$ cat src/rtl/pedal_i2s_rx_if.sv
`default_nettype none
// +------------------------------------------------------------------------+
// | pedal_i2s_rx_if                                                        |
// | Sample stream from the I2S receiver to the effects core:               |
// | FIFO head word, channel tag and valid/ready handshake.                 |
// | Rev 1.0 - initial release                                              |
// +------------------------------------------------------------------------+
interface pedal_i2s_rx_if #(
   parameter int SAMPLE_BITS = 16
);
   logic [SAMPLE_BITS-1:0] sample_data;
   logic                   sample_right;
   logic                   sample_valid;
   logic                   sample_ready;

   // Receiver side: drives the head word and valid, listens to ready.
   modport master (
      output sample_data,
      output sample_right,
      output sample_valid,
      input  sample_ready
   );

   // Consumer side: takes the head word when it asserts ready.
   modport slave (
      input  sample_data,
      input  sample_right,
      input  sample_valid,
      output sample_ready
   );
endinterface
`default_nettype wire

$ cat src/rtl/pedal_i2s_rx.sv
`default_nettype none
// +------------------------------------------------------------------------+
// | pedal_i2s_rx                                                           |
// | I2S audio receiver. The pad signals are oversampled in the system      |
// | clock domain. Left and right words are deserialised into a small FWFT  |
// | FIFO that the effects core reads through a valid/ready handshake.      |
// | Overflow and framing errors are reported on sticky flags.              |
// | Rev 1.0 - initial release                                              |
// +------------------------------------------------------------------------+
module pedal_i2s_rx #(
   parameter int SAMPLE_BITS = 16,
   parameter int FIFO_DEPTH  = 4,
   parameter int LEVEL_W     = 3
) (
   input  logic               wb_clk_i,
   input  logic               wb_rst_i,
   input  logic               en,
   input  logic               i2s_bclk,
   input  logic               i2s_lrclk,
   input  logic               i2s_sdin,
   pedal_i2s_rx_if.master     smp,
   output logic [LEVEL_W-1:0] fifo_level,
   output logic               overflow,
   output logic               frame_err,
   input  logic               err_clr
);

   // Pointer width; a depth of 2 still needs a one-bit pointer.
   localparam int PTR_W = (FIFO_DEPTH > 1) ? $clog2(FIFO_DEPTH) : 1;
   // Bit counter must be able to hold SAMPLE_BITS itself.
   localparam int CNT_W = $clog2(SAMPLE_BITS + 1);

   localparam logic [CNT_W-1:0]   CNT_FULL   = CNT_W'(SAMPLE_BITS);
   localparam logic [CNT_W-1:0]   CNT_ONE    = CNT_W'(1);
   localparam logic [PTR_W-1:0]   PTR_ONE    = PTR_W'(1);
   localparam logic [LEVEL_W-1:0] LEVEL_ONE  = LEVEL_W'(1);
   localparam logic [LEVEL_W-1:0] LEVEL_FULL = LEVEL_W'(FIFO_DEPTH);

   typedef enum logic [1:0] {
      ST_IDLE  = 2'd0,
      ST_SHIFT = 2'd1,
      ST_DONE  = 2'd2
   } state_t;

   // ------------------------------------------------------------------
   // Pad synchronisers. bclk gets a third stage so that a rising edge can
   // be detected on stable, already-synchronised values.
   // ------------------------------------------------------------------
   logic bclk_s1_q, bclk_s2_q, bclk_s3_q;
   logic lr_s1_q, lr_s2_q;
   logic sd_s1_q, sd_s2_q;

   // Two-flop synchronisers on all pads plus the bclk edge-detect stage.
   always_ff @(posedge wb_clk_i) begin
      if (wb_rst_i) begin
         bclk_s1_q <= 1'b0;
         bclk_s2_q <= 1'b0;
         bclk_s3_q <= 1'b0;
         lr_s1_q   <= 1'b0;
         lr_s2_q   <= 1'b0;
         sd_s1_q   <= 1'b0;
         sd_s2_q   <= 1'b0;
      end else begin
         bclk_s1_q <= i2s_bclk;
         bclk_s2_q <= bclk_s1_q;
         bclk_s3_q <= bclk_s2_q;
         lr_s1_q   <= i2s_lrclk;
         lr_s2_q   <= lr_s1_q;
         sd_s1_q   <= i2s_sdin;
         sd_s2_q   <= sd_s1_q;
      end
   end

   logic w_rise;
   logic w_boundary;
   logic lr_prev_q;

   assign w_rise     = bclk_s2_q & ~bclk_s3_q;
   // A word-select change seen at a bclk rise marks the start of a slot.
   assign w_boundary = w_rise & (lr_s2_q != lr_prev_q);

   // Remember word select from the previous rise; keeps tracking while
   // disabled so that re-enabling resynchronises on the next real boundary.
   always_ff @(posedge wb_clk_i) begin
      if (wb_rst_i) begin
         lr_prev_q <= 1'b0;
      end else if (w_rise) begin
         lr_prev_q <= lr_s2_q;
      end
   end

   // ------------------------------------------------------------------
   // Deserialiser FSM
   // ------------------------------------------------------------------
   state_t                 state_q, state_d;
   logic [CNT_W-1:0]       cnt_q, cnt_d;
   logic                   chan_q, chan_d;
   logic [SAMPLE_BITS-1:0] shreg_q, shreg_d;
   logic                   push_d;
   logic                   push_q;
   logic [SAMPLE_BITS-1:0] push_word_q;
   logic                   push_right_q;
   logic                   w_ferr_set;

   // Next-state logic. The boundary rise carries the previous slot's LSB
   // (one-bit I2S delay), so it only restarts the word and is never shifted.
   always_comb begin
      state_d    = state_q;
      cnt_d      = cnt_q;
      chan_d     = chan_q;
      shreg_d    = shreg_q;
      push_d     = 1'b0;
      w_ferr_set = 1'b0;

      if (!en) begin
         state_d = ST_IDLE;
         cnt_d   = '0;
      end else begin
         case (state_q)
            ST_IDLE: begin
               if (w_boundary) begin
                  state_d = ST_SHIFT;
                  cnt_d   = '0;
                  chan_d  = lr_s2_q;
               end
            end

            ST_SHIFT: begin
               if (cnt_q == CNT_FULL) begin
                  // Word complete; the surplus bits of the slot are ignored.
                  push_d  = 1'b1;
                  state_d = ST_DONE;
                  if (w_boundary) begin
                     state_d = ST_SHIFT;
                     cnt_d   = '0;
                     chan_d  = lr_s2_q;
                  end
               end else if (w_boundary) begin
                  // Slot ended early: drop the partial word, start anew.
                  w_ferr_set = 1'b1;
                  cnt_d      = '0;
                  chan_d     = lr_s2_q;
               end else if (w_rise) begin
                  shreg_d = {shreg_q[SAMPLE_BITS-2:0], sd_s2_q};
                  cnt_d   = cnt_q + CNT_ONE;
               end
            end

            ST_DONE: begin
               if (w_boundary) begin
                  state_d = ST_SHIFT;
                  cnt_d   = '0;
                  chan_d  = lr_s2_q;
               end
            end

            default: begin
               state_d = ST_IDLE;
               cnt_d   = '0;
            end
         endcase
      end
   end

   // FSM state register and the registered push towards the FIFO.
   always_ff @(posedge wb_clk_i) begin
      if (wb_rst_i) begin
         state_q      <= ST_IDLE;
         cnt_q        <= '0;
         chan_q       <= 1'b0;
         shreg_q      <= '0;
         push_q       <= 1'b0;
         push_word_q  <= '0;
         push_right_q <= 1'b0;
      end else begin
         state_q <= state_d;
         cnt_q   <= cnt_d;
         chan_q  <= chan_d;
         shreg_q <= shreg_d;
         push_q  <= push_d;
         if (push_d) begin
            push_word_q  <= shreg_q;
            push_right_q <= chan_q;
         end
      end
   end

   // ------------------------------------------------------------------
   // First-word-fall-through FIFO; each entry is {right, word}.
   // ------------------------------------------------------------------
   logic [SAMPLE_BITS:0]   mem_q [FIFO_DEPTH];
   logic [PTR_W-1:0]       wr_ptr_q;
   logic [PTR_W-1:0]       rd_ptr_q;
   logic [LEVEL_W-1:0]     level_q;
   logic                   w_empty;
   logic                   w_full;
   logic                   w_do_pop;
   logic                   w_do_push;
   logic                   w_ovf_set;
   logic [SAMPLE_BITS:0]   w_head;

   assign w_empty   = (level_q == '0);
   assign w_full    = (level_q == LEVEL_FULL);
   assign w_do_pop  = en & ~w_empty & smp.sample_ready;
   // A pop in the same cycle frees the slot, so a full FIFO can still accept.
   assign w_do_push = en & push_q & (~w_full | w_do_pop);
   assign w_ovf_set = en & push_q & w_full & ~w_do_pop;

   // Storage array; contents only matter where the pointers say so.
   always_ff @(posedge wb_clk_i) begin
      if (w_do_push) begin
         mem_q[wr_ptr_q] <= {push_right_q, push_word_q};
      end
   end

   // Pointers and occupancy; disabling the receiver flushes the FIFO.
   always_ff @(posedge wb_clk_i) begin
      if (wb_rst_i || !en) begin
         wr_ptr_q <= '0;
         rd_ptr_q <= '0;
         level_q  <= '0;
      end else begin
         if (w_do_push) begin
            wr_ptr_q <= wr_ptr_q + PTR_ONE;
         end
         if (w_do_pop) begin
            rd_ptr_q <= rd_ptr_q + PTR_ONE;
         end
         if (w_do_push && !w_do_pop) begin
            level_q <= level_q + LEVEL_ONE;
         end else if (!w_do_push && w_do_pop) begin
            level_q <= level_q - LEVEL_ONE;
         end
      end
   end

   // ------------------------------------------------------------------
   // Sticky error flags; a set event wins over a simultaneous clear.
   // ------------------------------------------------------------------
   logic ovf_q;
   logic ferr_q;

   // Flag registers, held across en changes.
   always_ff @(posedge wb_clk_i) begin
      if (wb_rst_i) begin
         ovf_q  <= 1'b0;
         ferr_q <= 1'b0;
      end else begin
         ovf_q  <= w_ovf_set  | (ovf_q  & ~err_clr);
         ferr_q <= w_ferr_set | (ferr_q & ~err_clr);
      end
   end

   // Head of the FIFO is shown only when valid so that an empty FIFO reads 0.
   assign w_head           = mem_q[rd_ptr_q];
   assign smp.sample_valid = ~w_empty;
   assign smp.sample_data  = w_empty ? '0 : w_head[SAMPLE_BITS-1:0];
   assign smp.sample_right = w_empty ? 1'b0 : w_head[SAMPLE_BITS];
   assign fifo_level       = level_q;
   assign overflow         = ovf_q;
   assign frame_err        = ferr_q;

endmodule
`default_nettype wire

$ cat src/flat_wrapper.sv
// flat-port wrapper written by rule: the top's interface ports become plain ports
module pedal_i2s_rx_flat 
#(
   parameter int SAMPLE_BITS = 16,
   parameter int FIFO_DEPTH  = 4,
   parameter int LEVEL_W     = 3
)
  (wb_clk_i, wb_rst_i, en, i2s_bclk, i2s_lrclk, i2s_sdin, fifo_level, overflow, frame_err, err_clr, smp_sample_data, smp_sample_right, smp_sample_valid, smp_sample_ready);
  pedal_i2s_rx_if #(.SAMPLE_BITS(SAMPLE_BITS)) smp_i ();
  input  logic wb_clk_i;
  input  logic wb_rst_i;
  input  logic en;
  input  logic i2s_bclk;
  input  logic i2s_lrclk;
  input  logic i2s_sdin;
  output logic [LEVEL_W-1:0] fifo_level;
  output logic overflow;
  output logic frame_err;
  input  logic err_clr;
  output wire logic [$bits(smp_i.sample_data)-1:0] smp_sample_data;
  output wire logic [$bits(smp_i.sample_right)-1:0] smp_sample_right;
  output wire logic [$bits(smp_i.sample_valid)-1:0] smp_sample_valid;
  input wire logic [$bits(smp_i.sample_ready)-1:0] smp_sample_ready;
  assign smp_sample_data = smp_i.sample_data;
  assign smp_sample_right = smp_i.sample_right;
  assign smp_sample_valid = smp_i.sample_valid;
  assign smp_i.sample_ready = smp_sample_ready;
  pedal_i2s_rx #(.SAMPLE_BITS(SAMPLE_BITS), .FIFO_DEPTH(FIFO_DEPTH), .LEVEL_W(LEVEL_W)) u_core (.wb_clk_i(wb_clk_i), .wb_rst_i(wb_rst_i), .en(en), .i2s_bclk(i2s_bclk), .i2s_lrclk(i2s_lrclk), .i2s_sdin(i2s_sdin), .smp(smp_i), .fifo_level(fifo_level), .overflow(overflow), .frame_err(frame_err), .err_clr(err_clr));
endmodule
$ cat config.mk
export PLATFORM = sky130hd
export DESIGN_NAME = pedal_i2s_rx_flat
export DESIGN_NICKNAME = d
export VERILOG_FILES = /design/src/rtl/pedal_i2s_rx_if.sv /design/src/rtl/pedal_i2s_rx.sv /design/src/flat_wrapper.sv
export SDC_FILE = /design/constraint.sdc
export NUM_CORES = 1
export LEC_CHECK = 0
export BUFFER_PORTS_ARGS = -buffer_cell sky130_fd_sc_hd__buf_2
export CORE_UTILIZATION = 25
export DETAILED_ROUTE_END_ITERATION = 8
export HOLD_SLACK_MARGIN = 0.12
export RECOVER_POWER = 50
export SYNTH_ARGS = -nofsm -noshare
export SYNTH_HDL_FRONTEND = slang
export SYNTH_SLANG_ARGS = --single-unit
$ cat constraint.sdc
create_clock -name wb_clk_i -period 3.4 [get_ports wb_clk_i]
set_input_delay 0.68 -clock wb_clk_i [delete_from_list [all_inputs] [get_ports wb_clk_i]]
set_output_delay 0.68 -clock wb_clk_i [all_outputs]
set_load 0.1 [all_outputs]
==> results by group <==
Timing
  • Final WS setup: 647 ps
  • Final Hold Fails: 0
  • Fin crit period: 2750 ps
  • Post-route clock skew: 10.5 ps
  • Max-slew violations: 47
  • Period Utilization, post-route: 81.0%
  • RSZ-0062 raised after global routing: false
  • Slew @ Worst Pin: 2260 ps
  • FMAX: 363 MHz
  • Final setup fails: 0
  • Setup TNS: 0 ps
  • Max-slew headroom: -50.4%
  • Hold_ws: 438 ps

Logic synthesis
  • Most area-hungry cell type in the Yosys netlist: edfxtp_1
  • Synth top area share: 40.2%
  • Seq/Total Area, Yosys: 64.3%
  • Predominant post-synthesis flop cell: edfxtp_1
  • Synth cell types: 41
  • #FFs+latches synth: 129
  • Synth warnings: 0
  • Synthesized cell area: 5070 um2
  • Synthesized Nets: 390
  • Mean Syn Cell Area: 13.6 um2
  • Synth Instances: 374
  • Post-synth EDFFs: 68
  • Synth top area cells: edfxtp_1 (40%), dfxtp_1 (24%), mux4_2 (7.5%), mux2i_1 (3.6%), nand2_1 (3.3%)
  • Asr flop ratio synth: 0%

Min path
  • Hold endpoint: u_core.bclk_s2_q
  • Worst Hold Class: reg -> reg
  • Worst hold stages: 1
  • Hold Startpoint: u_core.bclk_s1_q

CTS
  • Reg clk slew, reported paths: 60 ps
  • Post-CTS Hold Buffers: 0
  • Clk buf depth: 2
  • CTS H-Tree Depth: 4
  • CTS Sinks: 129
  • Clock Latency Late Sink: 410 ps
  • Setup Fix Bufs, Post-CTS: 0
  • CTS tree: built
  • Clock Tree Root: clkbuf_16
  • Post_cts resized: 0
  • CTS Buf Count: 17

Placement
  • PortBufs: 30
  • Post-DP HPWL: 5760 um
  • Pre-CTS WS: 619 ps
  • RD Place Congestion: 0.753
  • Post-DP Area: 5510 um2

GRT
  • Overall Global Routing Usage: 9.37%
  • First-pass GRT wire length: 14,600 um
  • Largest net degree at the start of global routing: 47
  • Vias in the first global route: 2,896
  • Initial antenna violation count: 0
  • Global route total overflow: 0

Drt
  • Drt pass-1 iters: 7
  • Routed len/inst: 12.9 um
  • Antenna Violating Nets Remaining: 0
  • Vias per cell: 4.19
  • Via count: 2,897
  • 1st-iter DRT viols: 188
  • Drt drc: 0
  • WL final: 8930 um

Worst setup path
  • Element type at the critical path end: output pin
  • CP Class: reg -> out
  • Critical Path RT: 2720 ps
  • WP buf/inv: 2
  • Worst r2r src: u_core.fifo_level[0]
  • Top Family by Delay on Critical Path: buffers and inverters
  • Reg2Reg Capture Point: u_core.fifo_level[2]
  • Worst Path Arrival: 2070 ps
  • Reg2Reg Depth: 8
  • Crit. path cell count: 4
  • Crit path launch type: flop
  • CP Cell Sequence: buf_4 > mux4_2 > and2_1 > buf_2
  • Worst-path fanout max: 17
  • Flop-to-flop setup slack: 760 ps
  • Largest stage delay, worst path: 550 ps
  • Slowest stage cell on the critical path: mux4_2

Die
  • Die area: 20,900 um2
  • Core Rows: 51
  • IO Pins: 31
  • Starting Density: 25.8%
  • CORE AREA: 19,700 um2
  • Chip height: 144 um
  • Die span in x: 144 um

Power
  • Lkg Pwr: 2.19 nW
  • Pwr Total: 3.43 mW
  • Worst VDD drop: 0.000306 V
  • P per Cell Area: 564 nW/um2

Final layout
  • Ant diodes: 0
  • Final Cell Area: 6070 um2
  • Nets: 429
  • Synthesis-to-layout area growth: 19.6%
  • Commonest non-fill, non-tap cells in the layout: edfxtp_1 (68), dfxtp_1 (61), nand2_1 (44)
  • Commonest non-fill, non-tap cell in the layout: edfxtp_1
  • Share of cells above drive strength 1: 22.8%

Outcome
  • Failing checks: capacitance limit, slew limit
  • Status: complete, but fails checks

Job
  • Max-Cap Viols: 1
## state kept, by name, summed over array words and instances (netlist names), 2 cells and up, named ones only
signal	flops
u_core.mem_q	68
u_core.push_word_q	16
u_core.shreg_q	16
u_core.cnt_q	5
u_core.fifo_level	3
u_core.rd_ptr_q	2
u_core.state_q	2
u_core.wr_ptr_q	2
## cells by family (layout without fill, tap and decap cells)
family	count (synthesis)	in the layout	synth area share, %
XOR/XNOR	8	8	1.38
AND/OR/NAND/NOR	133	133	13.9
buffers and inverters	23	75	2.32
multiplexers	35	35	11.1
flip-flops	129	129	64.3
AO/OA/AOI/OAI	38	38	4.91
adder cells (fa/ha/maj)	8	8	2.12
## power by group
group | internal [mW] | switching, mW | total, mW
combinational | 0.00799 | 0.0213 | 0.0292
sequential | 1.63 | 0.00190 | 1.63
clock | 1.04 | 0.730 | 1.77
## Yosys cell counts (7+ instances only)
| cell type | number |
|---|---|
| edfxtp_1 | 68 |
| dfxtp_1 | 61 |
| nand2_1 | 44 |
| nor2_1 | 29 |
| and2_1 | 23 |
| mux2i_1 | 18 |
| mux4_2 | 17 |
| a21oi_1 | 16 |
| a21oi_2 | 10 |
| nor2b_1 | 10 |
| clkbuf_1 | 7 |
| ha_1 | 7 |
## worst reg2reg max path, delay by kind of cell (launching register included)
family,cells,cell delay [ps]
flip-flops,1,370
XOR/XNOR,1,170
buffers and inverters,1,60
adder cells (fa/ha/maj),2,580
AO/OA/AOI/OAI,1,170
AND/OR/NAND/NOR,3,1200
## per-stage QoR
stage / utilization, % / cells
3_3_place_gp: 28.1 / 659
5_1_grt: 30.9 / 691
4_1_cts: 31.0 / 691
3_5_place_dp: 28.1 / 659
2_1_floorplan: - / 374
6_report: 30.9 / 691
## per-layer routing
| layer | vias to the layer above | wire, um | global-route usage, % |
|---|---|---|---|
| met5 | - | 0 | 0 |
| met4 | 0 | 161 | 4.60 |
| met3 | 12 | 286 | 2.38 |
| met2 | 58 | 4520 | 16.0 |
| met1 | 1407 | 3960 | 10.9 |
| li1 | 1420 | - | - |
## worst max path at each step
stage	slack (ps)	from	to
finish	650	flop	smp_sample_data[14]
global route	490	u_core.fifo_level[0]	smp_sample_data[11]
CTS	580	u_core.fifo_level[0]	smp_sample_data[11]
detailed placement	620	en	u_core.fifo_level[2]
global placement	770	en	u_core.fifo_level[2]
floorplan	130	u_core.fifo_level[0]	smp_sample_data[10]
## cell type report
type | instances | area (um2)
repair buffers | 37 | 196
flip-flops and latches | 129 | 3260
fillers | 2017 | 13600
clock inverters | 15 | 159
well taps | 265 | 332
clock buffers | 17 | 425
multi-input cells | 222 | 1670
inverters | 6 | 22.5
(Power assumes the default switching activity.)
